### config.mk
export PLATFORM = sky130hd
export DESIGN_NAME = spi_master_ctrl_flat
export DESIGN_NICKNAME = d
export VERILOG_FILES = /design/src/rtl/spi_master_ctrl_if.sv /design/src/rtl/spi_master_ctrl.sv /design/src/flat_wrapper.sv
export SDC_FILE = /design/constraint.sdc
export NUM_CORES = 1
export LEC_CHECK = 0
export BUFFER_PORTS_ARGS = -buffer_cell sky130_fd_sc_hd__buf_4
export CAP_MARGIN = 15
export CORE_UTILIZATION = 63
export CTS_BUF_LIST = sky130_fd_sc_hd__clkbuf_4
export CTS_CLUSTER_DIAMETER = 80
export DETAILED_ROUTE_END_ITERATION = 8
export PLACE_DENSITY = 0.84
export SYNTH_ARGS = -nofsm -noshare
export SYNTH_HDL_FRONTEND = slang
export SYNTH_SLANG_ARGS = --single-unit
### constraint.sdc
create_clock -name clk -period 4.1 [get_ports clk]
set_input_delay 0.205 -clock clk [delete_from_list [all_inputs] [get_ports clk]]
set_output_delay 0.205 -clock clk [all_outputs]
set_load 0.01 [all_outputs]
### src/rtl/spi_master_ctrl_if.sv
// Register-side bus of the SPI master: config, start/tx word, rx word and status.
// The host drives through the master modport; the controller sits on the slave modport.
interface spi_master_ctrl_if;
    logic        cfg_wr;
    logic [15:0] cfg_din;
    logic [15:0] cfg_q;
    logic        start;
    logic [31:0] tx_data;
    logic [31:0] rx_data;
    logic        busy;
    logic        done;

    modport master (
        output cfg_wr, cfg_din, start, tx_data,
        input  cfg_q, rx_data, busy, done
    );

    modport slave (
        input  cfg_wr, cfg_din, start, tx_data,
        output cfg_q, rx_data, busy, done
    );
endinterface

### src/rtl/spi_master_ctrl.sv
// SPI master sequencer: one 1-32 bit word per start, programmable divider, CPOL/CPHA and bit order.
// Every phase (setup, each SCLK half-period, hold, gap) lasts DIV+1 clk cycles, paced by one shared tick.
module spi_master_ctrl #(
    parameter logic [7:0] DEFAULT_DIV = 8'd3,
    parameter logic [4:0] DEFAULT_LEN = 5'd7
) (
    input  logic             clk,
    input  logic             rst_n,
    spi_master_ctrl_if.slave bus,
    output logic             spi_sclk,
    output logic             spi_mosi,
    input  logic             spi_miso,
    output logic             spi_csn
);
    typedef enum logic [2:0] {IDLE, SETUP, SHIFT, HOLD, GAP} state_t;

    state_t      state_q, state_d;
    logic [15:0] cfg_q, cfg_d;
    logic [15:0] act_q, act_d;
    logic [7:0]  cnt_q, cnt_d;
    logic [6:0]  edge_q, edge_d;
    logic [31:0] tx_q, tx_d;
    logic [31:0] rx_sr_q, rx_sr_d;
    logic [31:0] rx_q, rx_d;
    logic        sclk_q, sclk_d;
    logic        mosi_q, mosi_d;
    logic        csn_q, csn_d;
    logic        done_q, done_d;

    logic        active, accept, tick, odd_edge, last_edge;
    logic        lsb_a, cpha_a, cpol_a;
    logic [4:0]  len_a;
    logic [6:0]  edge_num, two_n;
    logic [15:0] new_cfg;
    logic [31:0] aligned, rx_sampled;

    function automatic logic first_bit(input logic [31:0] sr, input logic lsb);
        return lsb ? sr[0] : sr[31];
    endfunction

    function automatic logic [31:0] shift_out(input logic [31:0] sr, input logic lsb);
        return lsb ? (sr >> 1) : (sr << 1);
    endfunction

    assign active   = (state_q != IDLE);
    assign accept   = bus.start && !active;
    assign new_cfg  = bus.cfg_wr ? bus.cfg_din : cfg_q;
    assign len_a    = act_q[12:8];
    assign cpol_a   = act_q[13];
    assign cpha_a   = act_q[14];
    assign lsb_a    = act_q[15];
    assign tick     = (cnt_q == act_q[7:0]);
    assign edge_num = edge_q + 7'd1;
    assign two_n    = {1'b0, len_a, 1'b0} + 7'd2;
    assign last_edge = (edge_num == two_n);
    assign odd_edge  = edge_num[0];

    // MSB-first words are pre-shifted so bit N-1 sits at bit 31 and always leaves from the top
    assign aligned    = new_cfg[15] ? bus.tx_data : (bus.tx_data << (5'd31 - new_cfg[12:8]));
    assign rx_sampled = lsb_a ? {spi_miso, rx_sr_q[31:1]} : {rx_sr_q[30:0], spi_miso};

    always_comb begin
        state_d = state_q;
        cfg_d   = cfg_q;
        act_d   = act_q;
        cnt_d   = cnt_q;
        edge_d  = edge_q;
        tx_d    = tx_q;
        rx_sr_d = rx_sr_q;
        rx_d    = rx_q;
        sclk_d  = sclk_q;
        mosi_d  = mosi_q;
        csn_d   = csn_q;
        done_d  = 1'b0;

        if (bus.cfg_wr && !active) cfg_d = bus.cfg_din;

        case (state_q)
            IDLE: begin
                sclk_d = cfg_d[13];
                if (accept) begin
                    state_d = SETUP;
                    act_d   = new_cfg;
                    cnt_d   = 8'd0;
                    edge_d  = 7'd0;
                    rx_sr_d = 32'd0;
                    csn_d   = 1'b0;
                    if (new_cfg[14]) begin
                        tx_d   = aligned;
                        mosi_d = 1'b0;
                    end else begin
                        mosi_d = first_bit(aligned, new_cfg[15]);
                        tx_d   = shift_out(aligned, new_cfg[15]);
                    end
                end
            end
            SETUP, SHIFT: begin
                cnt_d = tick ? 8'd0 : cnt_q + 8'd1;
                if (tick) begin
                    sclk_d  = ~sclk_q;
                    edge_d  = edge_num;
                    state_d = last_edge ? HOLD : SHIFT;
                    // Odd edges are leading edges: CPHA=0 samples there, CPHA=1 drives there
                    if (odd_edge) begin
                        if (cpha_a) begin
                            mosi_d = first_bit(tx_q, lsb_a);
                            tx_d   = shift_out(tx_q, lsb_a);
                        end else begin
                            rx_sr_d = rx_sampled;
                        end
                    end else begin
                        if (cpha_a) begin
                            rx_sr_d = rx_sampled;
                        end else if (!last_edge) begin
                            mosi_d = first_bit(tx_q, lsb_a);
                            tx_d   = shift_out(tx_q, lsb_a);
                        end
                    end
                end
            end
            HOLD: begin
                cnt_d = tick ? 8'd0 : cnt_q + 8'd1;
                if (tick) begin
                    state_d = GAP;
                    csn_d   = 1'b1;
                    mosi_d  = 1'b0;
                    sclk_d  = cpol_a;
                    rx_d    = lsb_a ? (rx_sr_q >> (5'd31 - len_a)) : rx_sr_q;
                end
            end
            GAP: begin
                cnt_d = tick ? 8'd0 : cnt_q + 8'd1;
                if (tick) begin
                    state_d = IDLE;
                    done_d  = 1'b1;
                end
            end
            default: state_d = IDLE;
        endcase
    end

    always_ff @(posedge clk or negedge rst_n) begin
        if (!rst_n) begin
            state_q <= IDLE;
            cfg_q   <= {3'b000, DEFAULT_LEN, DEFAULT_DIV};
            act_q   <= {3'b000, DEFAULT_LEN, DEFAULT_DIV};
            cnt_q   <= 8'd0;
            edge_q  <= 7'd0;
            rx_q    <= 32'd0;
            sclk_q  <= 1'b0;
            mosi_q  <= 1'b0;
            csn_q   <= 1'b1;
            done_q  <= 1'b0;
        end else begin
            state_q <= state_d;
            cfg_q   <= cfg_d;
            act_q   <= act_d;
            cnt_q   <= cnt_d;
            edge_q  <= edge_d;
            rx_q    <= rx_d;
            sclk_q  <= sclk_d;
            mosi_q  <= mosi_d;
            csn_q   <= csn_d;
            done_q  <= done_d;
        end
    end

    // Shift registers are fully reloaded on every accepted start, so they carry no reset
    always_ff @(posedge clk) begin
        tx_q    <= tx_d;
        rx_sr_q <= rx_sr_d;
    end

    assign bus.cfg_q   = cfg_q;
    assign bus.rx_data = rx_q;
    assign bus.busy    = active;
    assign bus.done    = done_q;
    assign spi_sclk    = sclk_q;
    assign spi_mosi    = mosi_q;
    assign spi_csn     = csn_q;
endmodule
### src/flat_wrapper.sv
// flat-port wrapper written by rule: the top's interface ports become plain ports
module spi_master_ctrl_flat 
#(
    parameter logic [7:0] DEFAULT_DIV = 8'd3,
    parameter logic [4:0] DEFAULT_LEN = 5'd7
)
  (clk, rst_n, spi_sclk, spi_mosi, spi_miso, spi_csn, bus_cfg_wr, bus_cfg_din, bus_start, bus_tx_data, bus_cfg_q, bus_rx_data, bus_busy, bus_done);
  spi_master_ctrl_if bus_i ();
  input  logic clk;
  input  logic rst_n;
  output logic spi_sclk;
  output logic spi_mosi;
  input  logic spi_miso;
  output logic spi_csn;
  input wire logic [$bits(bus_i.cfg_wr)-1:0] bus_cfg_wr;
  input wire logic [$bits(bus_i.cfg_din)-1:0] bus_cfg_din;
  input wire logic [$bits(bus_i.start)-1:0] bus_start;
  input wire logic [$bits(bus_i.tx_data)-1:0] bus_tx_data;
  output wire logic [$bits(bus_i.cfg_q)-1:0] bus_cfg_q;
  output wire logic [$bits(bus_i.rx_data)-1:0] bus_rx_data;
  output wire logic [$bits(bus_i.busy)-1:0] bus_busy;
  output wire logic [$bits(bus_i.done)-1:0] bus_done;
  assign bus_i.cfg_wr = bus_cfg_wr;
  assign bus_i.cfg_din = bus_cfg_din;
  assign bus_i.start = bus_start;
  assign bus_i.tx_data = bus_tx_data;
  assign bus_cfg_q = bus_i.cfg_q;
  assign bus_rx_data = bus_i.rx_data;
  assign bus_busy = bus_i.busy;
  assign bus_done = bus_i.done;
  spi_master_ctrl #(.DEFAULT_DIV(DEFAULT_DIV), .DEFAULT_LEN(DEFAULT_LEN)) u_core (.clk(clk), .rst_n(rst_n), .bus(bus_i), .spi_sclk(spi_sclk), .spi_mosi(spi_mosi), .spi_miso(spi_miso), .spi_csn(spi_csn));
endmodule
==> flow_summary_export.csv, run 1 <==
group,metric,value,unit
outcome,status,"completed",
sta,fin_crit,3.13,ns
synthesis,syn_nets,1224,
cells_and_area,drive_above_1_share,0.232,
clock_network,cts_tree,"built",
synthesis,synth_area,11400,um^2
worst_hold_path,hold_end,"u_core.tx_q[23]",
clock_network,clkLatencyLatePin,0.57,ns
sta,rsz0062_at_grt,"no",
global_route,grt_max_degree,87,
synthesis,synth-async-reset-ratio,0.573,
sta,relSlewSlack,0.273,
global_route,overflow,0,
sta,fin_skew,0.0343,ns
floorplan,core-area,17500,um^2
clock_network,root_buffer,"clkbuf_4",
synthesis,ys.flop_type,"dfrtp_1",
critical_path,reg2reg_slack,0.97,ns
cells_and_area,fill_cells,1279,
clock_network,path_clk_slew,0.16,ns
synthesis,synth_top_area_frac,0.168,
synthesis,synth.area.top_cells,"edfxtp_1 17%, dfrtp_1 16%, mux4_2 11%",
clock_network,cts_buffers,17,
critical_path,worstPathRequired,4.39,ns
floorplan,die_x,137,um
clock_network,ctsHoldBuffers,19,
detailed_routing,vias_per_cell,6.88,
global_route,grt_usage,0.357,
place,placed_cells,1426,
sta,fmax,0.320,GHz
detailed_routing,drt-wirelength-per-cell,21.6,um
run,maxCapViolCount,0,
synthesis,synth_edf_count,64,
synthesis,ys_seq_area_frac,0.358,
worst_hold_path,worstHoldPathCells,3,
cells_and_area,areaGrowthSynthToFinish,11.7,%
sta,setup_viol,0,
detailed_routing,wirelength,32.0,mm
detailed_routing,drc_errors,0,
sta,timing.setup.tns,0,ns
cells_and_area,final_util,0.729,
critical_path,endpoint_kind,"flip-flop",
synthesis,avgSynthCellArea,9.77,um^2
critical_path,rr_endpoint,"u_core.tx_q[11]",
global_route,antenna_found_initial,2,
clock_network,cts_setup_buffers,0,
floorplan,die_h,137,um
global_route,grt_pass1_vias,9450,
critical_path,critPathMaxFanout,24,
pwr,power.leakage,0.00515,uW
clock_network,max-clock-path-buffers,2,
synthesis,ys_ff_latch,150,
floorplan,dieArea,18600,um^2
synthesis,yosys.cell_types.count,71,
cells_and_area,register_area,4090,um^2
floorplan,start_util,0.653,
sta,post-route-period-util,0.762,
worst_hold_path,hp-start,"bus_tx_data[23]",
sta,worstMarginPinSlew,1.09,ns
synthesis,synth_top_cell_by_area,"edfxtp_1",
sta,hold_violations,0,
cells_and_area,multi_input_area,6880,um^2
synthesis,synth_cells,1168,
detailed_routing,vias,10181,
floorplan,num_io_pins,106,
synthesis,yosys.cell_count.top_type,"nand2_1",
clock_network,h-tree-depth,4,
clock_network,cts_resized,0,
detailed_routing,first_pass_iters,8,
clock_network,cts_num_sinks,150,
place,gp_congestion,1.01,
pwr,pwr_density_cell,661,nW/um^2
worst_hold_path,hold_path_class,"primary input to flip-flop",
critical_path,cp-start-kind,"flip-flop",
synthesis,synth_common_cells,"168 x nand2_1, 113 x mux2i_1, 105 x nor2_1, 80 x o21ai_0, 75 x dfrtp_1",
critical_path,rr_worst_depth,8,
critical_path,cp.arrival,3.42,ns
sta,slew_violations,0,
place,hpwl,22.4,mm
cells_and_area,layout.cells.non_filler,1479,
synthesis,ys_warn_count,0,
critical_path,crit_type,"flip-flop to flip-flop",
detailed_routing,first_iter_violations,1118,
floorplan,std_cell_rows,48,
cells_and_area,nets,1296,
place,io_buffers,105,
detailed_routing,antenna_left,0,
critical_path,rr_startpoint,"u_core.bus.cfg_q[9]",
pwr,irDropWorstVdd,0.371,mV
global_route,grt_pass1_wl,50.9,mm
-- sequential cells by signal (all words and copies together) (netlist names) --
register	count
u_core.act_q	16
u_core.bus.cfg_q	16
u_core.bus.done	1
u_core.bus.rx_data	32
u_core.cnt_q	8
u_core.edge_q	7
u_core.rx_sr_q	32
u_core.spi_csn	1
u_core.spi_mosi	1
u_core.spi_sclk	1
u_core.state_q	3
u_core.tx_q	32
-- power breakdown --
| group | total, uW | switching [uW] | internal (uW) |
|---|---|---|---|
| combinational | 5010 | 2860 | 2140 |
| sequential | 2500 | 445 | 2050 |
| clock | 924 | 611 | 313 |
-- area by class of cell --
cell class / count / share of cell area
multi-input combinational: 912 / 0.540
sequential: 150 / 0.321
timing repair buffer: 150 / 0.0936
tap: 225 / 0.0221
clock inverter: 15 / 0.0108
clock buffer: 17 / 0.0100
inverter: 9 / 0.00265
antenna: 1 / 0.000196
-- worst max-delay path by stage --
stage,start,endpoint,slack [ns],cells past startpoint
after global routing,u_core.bus.cfg_q[9],u_core.tx_q[11],0.80,8
after global placement,u_core.cnt_q[3],u_core.tx_q[6],1.14,6
final,u_core.bus.cfg_q[9],u_core.tx_q[11],0.97,8
after floorplan,u_core.cnt_q[3],u_core.tx_q[0],0.38,7
after CTS,u_core.bus.cfg_q[9],u_core.tx_q[11],1.03,8
after detailed placement,u_core.bus.cfg_q[9],u_core.tx_q[11],1.07,8
-- through the flow --
| step | worst slack [ns] | hold WS [ns] | area [um^2] | total power (uW) |
|---|---|---|---|---|
| 3_5_place_dp | 1.07 | 0.456 | 12300 | 7370 |
| 3_3_place_gp | 1.14 | 0.447 | 12300 | 7260 |
| 2_1_floorplan | 0.384 | -0.0906 | 11400 | 6140 |
| 5_1_grt | 0.798 | 0.0524 | 12700 | 8950 |
| 4_1_cts | 1.03 | 0.0500 | 12700 | 8310 |
| 6_report | 0.974 | 0.0920 | 12700 | 8430 |
-- cells in the final DEF (no fill, tap or decap), types with 7 or more instances in the layout --
master / synthesis / routed
a211oi_1: 39 / 39
a21oi_1: 72 / 71
a22oi_1: 7 / 7
a311oi_1: 7 / 7
a31oi_1: 9 / 8
and2_1: 14 / 14
and3_1: 16 / 16
buf_4: 4 / 130
clkbuf_4: 0 / 17
dfrtp_1: 75 / 74
dfstp_2: 11 / 11
dlygate4sd3_1: 0 / 19
edfxtp_1: 64 / 64
inv_1: 9 / 9
mux2_2: 46 / 46
mux2i_1: 113 / 112
mux4_2: 55 / 55
nand2_1: 168 / 168
nand2b_1: 7 / 7
nand3_1: 24 / 23
nor2_1: 105 / 103
nor2b_1: 7 / 7
nor3_1: 9 / 9
o21ai_0: 80 / 80
o22ai_1: 21 / 21
o31ai_1: 8 / 8
xnor2_1: 7 / 7
xor2_1: 13 / 13
-- routing by layer --
layer / part of all wire / track usage / wire [um] / vias to the layer above
li1: - / - / - / 4592
met5: 0.00034 / 0 / 11 / -
met3: 0.094 / 0.0811 / 3000 / 79
met1: 0.41 / 0.494 / 13100 / 4939
met2: 0.47 / 0.557 / 15100 / 569
met4: 0.025 / 0.112 / 805 / 2
-- critical path, stage by stage, from the launching register on --
cell and delay (ns):
dfstp_2 0.58, mux2_2 0.57, buf_4 0.29, mux2i_1 0.25, mux2i_1 0.13, mux2i_2 0.32
o22ai_1 0.18, a2111oi_0 0.41, a211oi_1 0.09
-- kinds of logic after synthesis --
group / count (synthesis) / synth area share
flip-flops: 150 / 0.358
buffers and inverters: 106 / 0.0427
AND/OR/NAND/NOR: 361 / 0.135
AO/OA/AOI/OAI: 303 / 0.172
multiplexers: 222 / 0.268
XOR/XNOR: 23 / 0.0213
adder cells (fa/ha/maj): 3 / 0.00329
(Power assumes the default switching activity.)
==> inputs of run 2 (changes only) <==
CORE_UTILIZATION = 56   (was 63)
PLACE_DENSITY = 0.79   (was 0.84)
clock period = 2.8 ns   (was 4.1 ns; I/O delays follow)
==> flow_summary_export.csv, run 2 (synthesis results as in run 1) <==
group,metric,value,unit
outcome,status,"completed",
global_route,grt_pass1_wl,52.5,mm
detailed_routing,first_iter_violations,1084,
clock_network,clkLatencyLatePin,0.59,ns
detailed_routing,first_pass_iters,6,
detailed_routing,drt-wirelength-per-cell,20.8,um
worst_hold_path,hold_path_class,"primary input to flip-flop",
detailed_routing,vias,10359,
critical_path,crit_type,"flip-flop to flip-flop",
global_route,antenna_found_initial,1,
pwr,switching_share,0.454,
global_route,overflow,0,
sta,fmax,0.376,GHz
clock_network,max-clock-path-buffers,2,
detailed_routing,wirelength,32.7,mm
pwr,netSwitchingPower,5890,uW
global_route,grt_pass1_vias,9866,
critical_path,cp.arrival,2.98,ns
sta,hold_violations,0,
cells_and_area,design_area,13400,um^2
sta,fin_crit,2.66,ns
pwr,power.share.clock,0.118,
sta,worstMarginPinSlew,0.721,ns
pwr,internal-power,7080,uW
sta,setup_viol,0,
place,gp_congestion,0.956,
sta,slew_violations,0,
critical_path,cp-start-kind,"flip-flop",
clock_network,path_clk_slew,0.16,ns
global_route,grt_usage,0.326,
critical_path,worstPathRequired,3.12,ns
floorplan,die_h,145,um
clock_network,root_buffer,"clkbuf_4",
clock_network,cts_buffers,17,
pwr,power.leakage,0.00547,uW
run,maxCapViolCount,0,
clock_network,h-tree-depth,4,
pwr,total_power,13000,uW
critical_path,endpoint_kind,"flip-flop",
detailed_routing,vias_per_cell,6.59,
floorplan,num_io_pins,106,
place,io_buffers,105,
floorplan,core-area,19700,um^2
detailed_routing,antenna_left,0,
floorplan,dieArea,20900,um^2
cells_and_area,mostFrequentLayoutCell,"buf_4",
place,dpl-instance-area,12800,um^2
cells_and_area,fill_cells,1529,
clock_network,cts_num_sinks,150,
sta,rsz0062_at_grt,"yes",
place,hpwl,23.6,mm
cells_and_area,nets,1349,
detailed_routing,drc_errors,0,
cells_and_area,drive_above_1_share,0.260,
clock_network,cts_tree,"built",
cells_and_area,areaGrowthSynthToFinish,17.2,%
sta,fin_skew,0.0323,ns
floorplan,std_cell_rows,51,
floorplan,start_util,0.579,
sta,post-route-period-util,0.949,
pwr,pwr_density_cell,970,nW/um^2
global_route,grt_max_degree,62,
pwr,p_seq_frac,0.270,
floorplan,die_x,145,um
cells_and_area,layout_common_cells,"169 x buf_4, 168 x nand2_1, 112 x mux2i_1",
pwr,pwr-share-comb,0.612,
sta,relSlewSlack,0.519,
pwr,irDropWorstVdd,0.510,mV
cells_and_area,final_util,0.678,
sta,timing.setup.tns,0,ns
critical_path,critPathMaxFanout,27,
run 2: power by group through the flow:
stage / Combinational [uW] / Sequential, uW / Clock [uW]
floorplan: 5620 / 3410 / 0
finish: 7940 / 3500 / 1530
detailed placement: 7730 / 3530 / 0
CTS: 7790 / 3490 / 1550
global placement: 7570 / 3510 / 0
global route: 8580 / 3570 / 1640
run 2: metal layers:
layer	routed length, um	GRT usage	vias to the layer above
met5	0	0	-
li1	-	-	4666
met2	15400	0.519	631
met1	13400	0.445	4982
met3	3060	0.0648	80
met4	845	0.112	0
run 2: area by class of cell:
| class | count | area [um^2] | share of cell area |
|---|---|---|---|
| multi-input cells | 912 | 6920 | 0.517 |
| flip-flops and latches | 150 | 4090 | 0.306 |
| repair buffers | 203 | 1680 | 0.126 |
| well taps | 265 | 332 | 0.0248 |
| clock inverters | 15 | 185 | 0.0139 |
| clock buffers | 17 | 128 | 0.00955 |
| inverters | 9 | 33.8 | 0.00253 |
| diodes | 1 | 2.50 | 0.000187 |
run 2: final timing paths:
kind                                    endpoint             startpoint  cells after the start  slack, ns
setup / recovery                 u_core.tx_q[13]    u_core.bus.cfg_q[8]                      7       0.14
hold / removal                   u_core.tx_q[17]        bus_tx_data[18]                      3       0.06
setup reg to reg                 u_core.tx_q[13]    u_core.bus.cfg_q[8]                      7       0.14
hold reg to reg            u_core.bus.rx_data[7]  u_core.bus.rx_data[7]                      1       0.50
max in group asynchronous        u_core.cnt_q[2]                  rst_n                      4       1.17
min in group asynchronous       u_core.act_q[11]                  rst_n                      3       0.54
run 2: per-stage QoR:
step | cells | hold WS (ns) | worst slack [ns]
2_1_floorplan | 1168 | -0.156 | 0.120
3_3_place_gp | 1512 | 0.117 | 0.126
3_5_place_dp | 1512 | 0.118 | 0.0607
4_1_cts | 1570 | 0.00567 | 0.0179
5_1_grt | 1572 | 0.0419 | -0.00975
6_report | 1572 | 0.0581 | 0.143
run 2: critical path, cell delays in order (launching register included):
cell and delay [ns]:
dfstp_2 0.57, mux2_8 0.33, mux4_2 0.57, o2bb2ai_2 0.21, nor2_1 0.12, a211oi_1 0.07, a2111oi_1 0.40, a211oi_1 0.10
run 2: timing repair:
item	4_1_cts	5_1_grt
hold endpoints to repair	119	1
setup buffers	0	0
hold buffers	26	1
gates resized for setup	0	4
endpoints found under the setup margin	0	22
